--- config.mk ---
export PLATFORM = sky130hd
export DESIGN_NAME = ex_mem_stage
export DESIGN_NICKNAME = d
export VERILOG_FILES = /design/src/rtl/riscv_pkg.sv /design/src/rtl/branch_cond.sv /design/src/rtl/ex_mem_stage.sv
export SDC_FILE = /design/constraint.sdc
export NUM_CORES = 1
export LEC_CHECK = 0
export BUFFER_PORTS_ARGS = -buffer_cell sky130_fd_sc_hd__buf_2
export CORE_ASPECT_RATIO = 1.1
export CORE_MARGIN = 2
export CORE_UTILIZATION = 27
export CTS_CLUSTER_DIAMETER = 120
export DETAILED_ROUTE_END_ITERATION = 10
export MAX_ROUTING_LAYER = met4
export SYNTH_ARGS = -nofsm -noshare
export SYNTH_HDL_FRONTEND = slang
export SYNTH_SLANG_ARGS = --single-unit
--- constraint.sdc ---
create_clock -name clk -period 1.8 [get_ports clk]
set_input_delay 0.36 -clock clk [delete_from_list [all_inputs] [get_ports clk]]
set_output_delay 0.36 -clock clk [all_outputs]
set_load 0.02 [all_outputs]
--- src/rtl/riscv_pkg.sv ---
// ============================================================================
// Module   : riscv_pkg
// Purpose  : Shared RV32I EX/MEM types: branch funct3 codes, writeback
//            select encodings and the EX/MEM pipeline register layout.
// Revision : 1.0
// ============================================================================
`default_nettype none

package riscv_pkg;

  localparam int EM_XLEN = 32;

  localparam logic [2:0] F3_BEQ  = 3'b000;
  localparam logic [2:0] F3_BNE  = 3'b001;
  localparam logic [2:0] F3_BLT  = 3'b100;
  localparam logic [2:0] F3_BGE  = 3'b101;
  localparam logic [2:0] F3_BLTU = 3'b110;
  localparam logic [2:0] F3_BGEU = 3'b111;

  localparam logic [1:0] RESULT_SRC_ALU = 2'b00;
  localparam logic [1:0] RESULT_SRC_MEM = 2'b01;
  localparam logic [1:0] RESULT_SRC_PC4 = 2'b10;

  typedef struct packed {
    logic [EM_XLEN-1:0] alu_result;
    logic [EM_XLEN-1:0] write_data;
    logic [EM_XLEN-1:0] pc_plus4;
    logic [4:0]         rd;
    logic               reg_write;
    logic               mem_write;
    logic               mem_read;
    logic [1:0]         result_src;
  } ex_mem_t;

endpackage

`default_nettype wire

--- src/rtl/branch_cond.sv ---
// ============================================================================
// Module   : branch_cond
// Purpose  : Conditional-branch evaluation from ALU flags of A-B
//            (C=1 means no borrow).
// Revision : 1.0
// ============================================================================
`default_nettype none

module branch_cond
  import riscv_pkg::*;
(
  input  logic [2:0] funct3,
  input  logic       z,
  input  logic       n,
  input  logic       v,
  input  logic       c,
  output logic       cond
);

  always_comb begin
    cond = 1'b0;
    case (funct3)
      F3_BEQ:  cond = z;
      F3_BNE:  cond = !z;
      F3_BLT:  cond = n ^ v;
      F3_BGE:  cond = !(n ^ v);
      F3_BLTU: cond = !c;
      F3_BGEU: cond = c;
      default: cond = 1'b0;
    endcase
  end

endmodule

`default_nettype wire

--- src/rtl/ex_mem_stage.sv ---
// ============================================================================
// Module   : ex_mem_stage
// Purpose  : EX/MEM pipeline register with branch resolution, one-cycle PC
//            redirect and wrong-path squash. Define EX_SKID_EN for a one-entry
//            skid buffer with a registered in_ready. XLEN must equal EM_XLEN.
// Revision : 1.0
// ============================================================================
`default_nettype none

module ex_mem_stage
  import riscv_pkg::*;
#(
  parameter int SQUASH_CYCLES = 2,
  parameter int XLEN          = 32
) (
  input  logic            clk,
  input  logic            rst,
  input  logic            in_valid,
  output logic            in_ready,
  input  logic [XLEN-1:0] alu_result,
  input  logic            z,
  input  logic            n,
  input  logic            v,
  input  logic            c,
  input  logic [XLEN-1:0] write_data,
  input  logic [XLEN-1:0] pc_plus4,
  input  logic [XLEN-1:0] pc_target,
  input  logic [4:0]      rd,
  input  logic            reg_write,
  input  logic            mem_write,
  input  logic            mem_read,
  input  logic [1:0]      result_src,
  input  logic            branch,
  input  logic            jump,
  input  logic [2:0]      funct3,
  input  logic            ext_flush,
  output logic            out_valid,
  input  logic            out_ready,
  output logic [XLEN-1:0] m_alu_result,
  output logic [XLEN-1:0] m_write_data,
  output logic [XLEN-1:0] m_pc_plus4,
  output logic [4:0]      m_rd,
  output logic            m_reg_write,
  output logic            m_mem_write,
  output logic            m_mem_read,
  output logic [1:0]      m_result_src,
  output logic            redirect,
  output logic [XLEN-1:0] redirect_pc
);

  ex_mem_t         main_q, main_d, in_pkt;
  logic            out_valid_q, out_valid_d;
  logic            redirect_q, redirect_d;
  logic [XLEN-1:0] redirect_pc_q, redirect_pc_d;
  logic [2:0]      squash_cnt_q, squash_cnt_d;
  logic            cond, taken, xfer_in, squashing, accept, main_free;

  branch_cond u_branch_cond (
    .funct3 (funct3),
    .z      (z),
    .n      (n),
    .v      (v),
    .c      (c),
    .cond   (cond)
  );

  assign in_pkt    = '{alu_result, write_data, pc_plus4, rd,
                       reg_write, mem_write, mem_read, result_src};
  assign taken     = jump | (branch & cond);
  assign main_free = !out_valid_q || out_ready;
  assign xfer_in   = in_valid && in_ready;
  assign squashing = (squash_cnt_q != 3'd0);
  assign accept    = xfer_in && !squashing;

`ifdef EX_SKID_EN
  ex_mem_t skid_q, skid_d;
  logic    skid_valid_q, skid_valid_d;

  // Skid occupancy is a flop, so out_ready never reaches in_ready.
  assign in_ready = !rst && !skid_valid_q;
`else
  assign in_ready = !rst && main_free;
`endif

  always_comb begin
    main_d        = main_q;
    out_valid_d   = out_valid_q;
    redirect_d    = 1'b0;
    redirect_pc_d = redirect_pc_q;
    squash_cnt_d  = squash_cnt_q;
`ifdef EX_SKID_EN
    skid_d        = skid_q;
    skid_valid_d  = skid_valid_q;
`endif

    if (squashing && xfer_in) begin
      squash_cnt_d = squash_cnt_q - 3'd1;
    end else if (accept && taken) begin
      squash_cnt_d  = 3'(SQUASH_CYCLES);
      redirect_d    = 1'b1;
      redirect_pc_d = pc_target;
    end

`ifdef EX_SKID_EN
    if (skid_valid_q) begin
      if (main_free) begin
        main_d       = skid_q;
        out_valid_d  = 1'b1;
        skid_valid_d = 1'b0;
      end
    end else if (accept) begin
      if (main_free) begin
        main_d      = in_pkt;
        out_valid_d = 1'b1;
      end else begin
        skid_d       = in_pkt;
        skid_valid_d = 1'b1;
      end
    end else if (out_ready) begin
      out_valid_d = 1'b0;
    end
`else
    if (accept) begin
      main_d      = in_pkt;
      out_valid_d = 1'b1;
    end else if (out_ready) begin
      out_valid_d = 1'b0;
    end
`endif

    // Flush drops the incoming instruction and any pending redirect/squash;
    // register contents are left alone, only the valids fall.
    if (ext_flush) begin
      main_d        = main_q;
      out_valid_d   = 1'b0;
      redirect_d    = 1'b0;
      redirect_pc_d = redirect_pc_q;
      squash_cnt_d  = 3'd0;
`ifdef EX_SKID_EN
      skid_d        = skid_q;
      skid_valid_d  = 1'b0;
`endif
    end
  end

  always_ff @(posedge clk) begin
    if (rst) begin
      main_q        <= '0;
      out_valid_q   <= 1'b0;
      redirect_q    <= 1'b0;
      redirect_pc_q <= '0;
      squash_cnt_q  <= 3'd0;
`ifdef EX_SKID_EN
      skid_q        <= '0;
      skid_valid_q  <= 1'b0;
`endif
    end else begin
      main_q        <= main_d;
      out_valid_q   <= out_valid_d;
      redirect_q    <= redirect_d;
      redirect_pc_q <= redirect_pc_d;
      squash_cnt_q  <= squash_cnt_d;
`ifdef EX_SKID_EN
      skid_q        <= skid_d;
      skid_valid_q  <= skid_valid_d;
`endif
    end
  end

  assign out_valid    = out_valid_q;
  assign redirect     = redirect_q;
  assign redirect_pc  = redirect_pc_q;
  assign m_alu_result = main_q.alu_result;
  assign m_write_data = main_q.write_data;
  assign m_pc_plus4   = main_q.pc_plus4;
  assign m_rd         = main_q.rd;
  assign m_reg_write  = main_q.reg_write;
  assign m_mem_write  = main_q.mem_write;
  assign m_mem_read   = main_q.mem_read;
  assign m_result_src = main_q.result_src;

endmodule

`default_nettype wire

==> results.toml <==
[pwr]
pwr-share-seq = 0.421
p_leak_nw = 3.47
combPwrFrac = 0.107
p_int_mw = 5.93
p_per_area_mw_per_mm2 = 1020
p_switching_mw = 1.95
p_clk_frac = 0.472
switching_share = 0.247
power_mw = 7.88
peakVddDrop_mv = 0.578

[sta]
finalSetupViolations = 0
final.min_clock_period_ns = 1.71
max_freq_mhz = 583
rsz0062_at_grt = "yes"
maxSlewHeadroom = 0.475
setup_ws_ns = 0.0853
clock_skew_ns = 0.00939
finalMaxSlewViolations = 0
hold_violations = 0
tightest_slew_ns = 0.788
period_share = 0.953

[floorplanning]
floorplan.initialDensity = 0.274
fp.dieArea_mm2 = 0.0205
die_h_um = 150
core.rowCount = 53
core_mm2 = 0.0190
pin_count = 293
die_w_um = 137

[worst_setup_path]
startpoint_type = "flip-flop"
max_stage_delay_ns = 0.36
startpoint = "squash_cnt_q[0]$_SDFFE_PP0P_"
rr_startpoint = "squash_cnt_q[0]$_SDFFE_PP0P_"
required_ns = 2.06
critPathMaxFanout = 68
endpoint_kind = "flip-flop"
arrival_ns = 1.98
critPathKind = "reg2reg"
worstPathCellList = "inv_1, ha_2, nand2_1, or3_4, buf_12, o21ai_0, a21oi_1"
crit_slowest_cell = "or3_4"

[clocking]
cts_buffers = 17
clockRootBuffer = "clkbuf_16"
cts_hold_buffers = 0
cts_sinks = 143
path_clk_slew_ns = 0.06
cts_tree = "done"
h-tree-depth = 4
clock_latency_ns = 0.41
clock_path_buffers = 2

[synth]
synthCells = 650
yosysSeqAreaShare = 0.549
synthArstFlopShare = 0
post_synth_num_cell_types = 30
synth-seq-cells = 143
synthFlopType = "dfxtp_1"
avgSynthCellArea_um2 = 8.03
synth.cell_area_mm2 = 0.00522
synth_edf_count = 0
postSynthNetCount = 804
synth_warnings = 0

[detailed_routing]
ant_nets = 0
vias = 5330
totalWireLength_um = 16200
wl_per_cell_um = 13.6
drt_iter0_drc = 243
drc = 0
via_per_inst = 4.47
drt_pass1_iterations = 4

[grt]
grt_pass1_wl_um = 23700
antenna_found_initial = 0
grt_pass1_vias = 4731
grt_max_degree = 142
grt_use_total = 0.149
grt_overflow_total = 0

[layout]
drive_above_1_share = 0.371
final_common_cell = "buf_2"
fin_nets = 1086
area_growth_pct = 47.4
fin_cells = 1192
diodes = 0
final_cell_mix = "buf_2 (291), nand2_1 (214), dfxtp_1 (143)"

[placed_design]
dp.cells = 1157
globalplace.congestion = 0.782
place_ws_ns = 0.00595
dpl.hpwl_um = 10800
port_buffers = 292

[flow_run]
drv_cap = 0

[outcome]
status = "finished clean"

[worst_hold_path]
hold_path_class = "in2reg"
hp-start = "alu_result[13]"
-- cell families after synthesis --
family | Yosys count | share of synthesized area
AO/OA/AOI/OAI | 183 | 0.182
XOR/XNOR | 1 | 0.00432
adder cells (fa/ha/maj) | 2 | 0.00480
buffers and inverters | 55 | 0.0511
flip-flops | 143 | 0.549
AND/OR/NAND/NOR | 266 | 0.210
-- final timing paths --
kind | endpoint | slack (ns) | cells past startpoint
min | m_alu_result[13]$_SDFFE_PP0P_ | 0.18 | 3
min reg2reg | m_pc_plus4[8]$_SDFFE_PP0P_ | 0.45 | 2
max reg2reg | redirect_pc[13]$_SDFFE_PP0P_ | 0.09 | 7
max | redirect_pc[13]$_SDFFE_PP0P_ | 0.09 | 7
-- metrics by stage --
| step | setup TNS, ns | util | hold WS [ns] | cell area (µm²) |
|---|---|---|---|---|
| global route | -0.0748 | 0.404 | 0.161 | 7690 |
| detailed placement | 0 | 0.367 | 0.443 | 6980 |
| CTS | 0 | 0.400 | 0.154 | 7600 |
| finish | 0 | 0.404 | 0.180 | 7690 |
| global placement | 0 | 0.367 | 0.439 | 6980 |
| floorplan | 0 | - | 0.437 | 5220 |
-- timing repair --
| action | 4_1_cts | 5_1_grt |
|---|---|---|
| gates resized for setup | 0 | 4 |
| buffers inserted | 0 | 1 |
| setup endpoints to repair | 0 | 62 |
-- cell type report --
| type | instances | area (µm²) |
|---|---|---|
| fill | 1983 | 11300 |
| sequential | 143 | 2860 |
| multi-input combinational | 452 | 2100 |
| timing repair buffer | 315 | 1780 |
| clock buffer | 22 | 474 |
| tap | 247 | 309 |
| clock inverter | 10 | 151 |
| inverter | 3 | 11.3 |
-- sequential cells by signal (all words and copies together) (netlist names) --
signal / cells
m_reg_write: 1
squash_cnt_q: 3
m_write_data: 32
out_valid: 1
m_alu_result: 32
m_rd: 5
m_mem_write: 1
m_pc_plus4: 32
m_result_src: 2
redirect: 1
redirect_pc: 32
m_mem_read: 1
-- routing by layer --
layer / wire [µm] / up-vias / GRT usage / part of all wire
met5: 0 / - / - / 0
met4: 282 / 0 / 0.0521 / 0.017
met3: 1100 / 20 / 0.0417 / 0.068
met2: 7940 / 189 / 0.243 / 0.49
met1: 6860 / 2407 / 0.176 / 0.42
li1: - / 2714 / - / -
-- power by group through the flow --
stage          logic (mW)  registers, mW  clock network (mW)
6_report            0.842           3.31                3.72
5_1_grt             0.919           3.32                3.97
4_1_cts             0.829           3.31                3.84
3_5_place_dp        0.827           3.38                   0
3_3_place_gp        0.828           3.38                   0
2_1_floorplan       0.311           3.51                   0
-- critical path: cells and delay by family (launching register included) --
kind | cells | cell delay, ns
fa+ha+maj | 1 | 0.19
buf+inv | 2 | 0.28
compound gates | 2 | 0.30
simple gates | 2 | 0.43
flops | 1 | 0.33
-- Yosys cell counts, types with 2 or more instances --
master / n / share of area
inv_1: 3 / 0.0022
o21ai_0: 31 / 0.030
nor2b_1: 5 / 0.0060
o211a_1: 2 / 0.0038
dfxtp_1: 143 / 0.55
nand3_1: 34 / 0.033
a21oi_1: 141 / 0.14
ha_1: 2 / 0.0048
o21ai_1: 3 / 0.0029
nor3_1: 2 / 0.0019
buf_2: 27 / 0.026
buf_4: 3 / 0.0043
nand2_1: 214 / 0.15
clkbuf_1: 20 / 0.014
buf_6: 2 / 0.0043
nor2_1: 4 / 0.0029
Power figures use the tool's default switching activity.
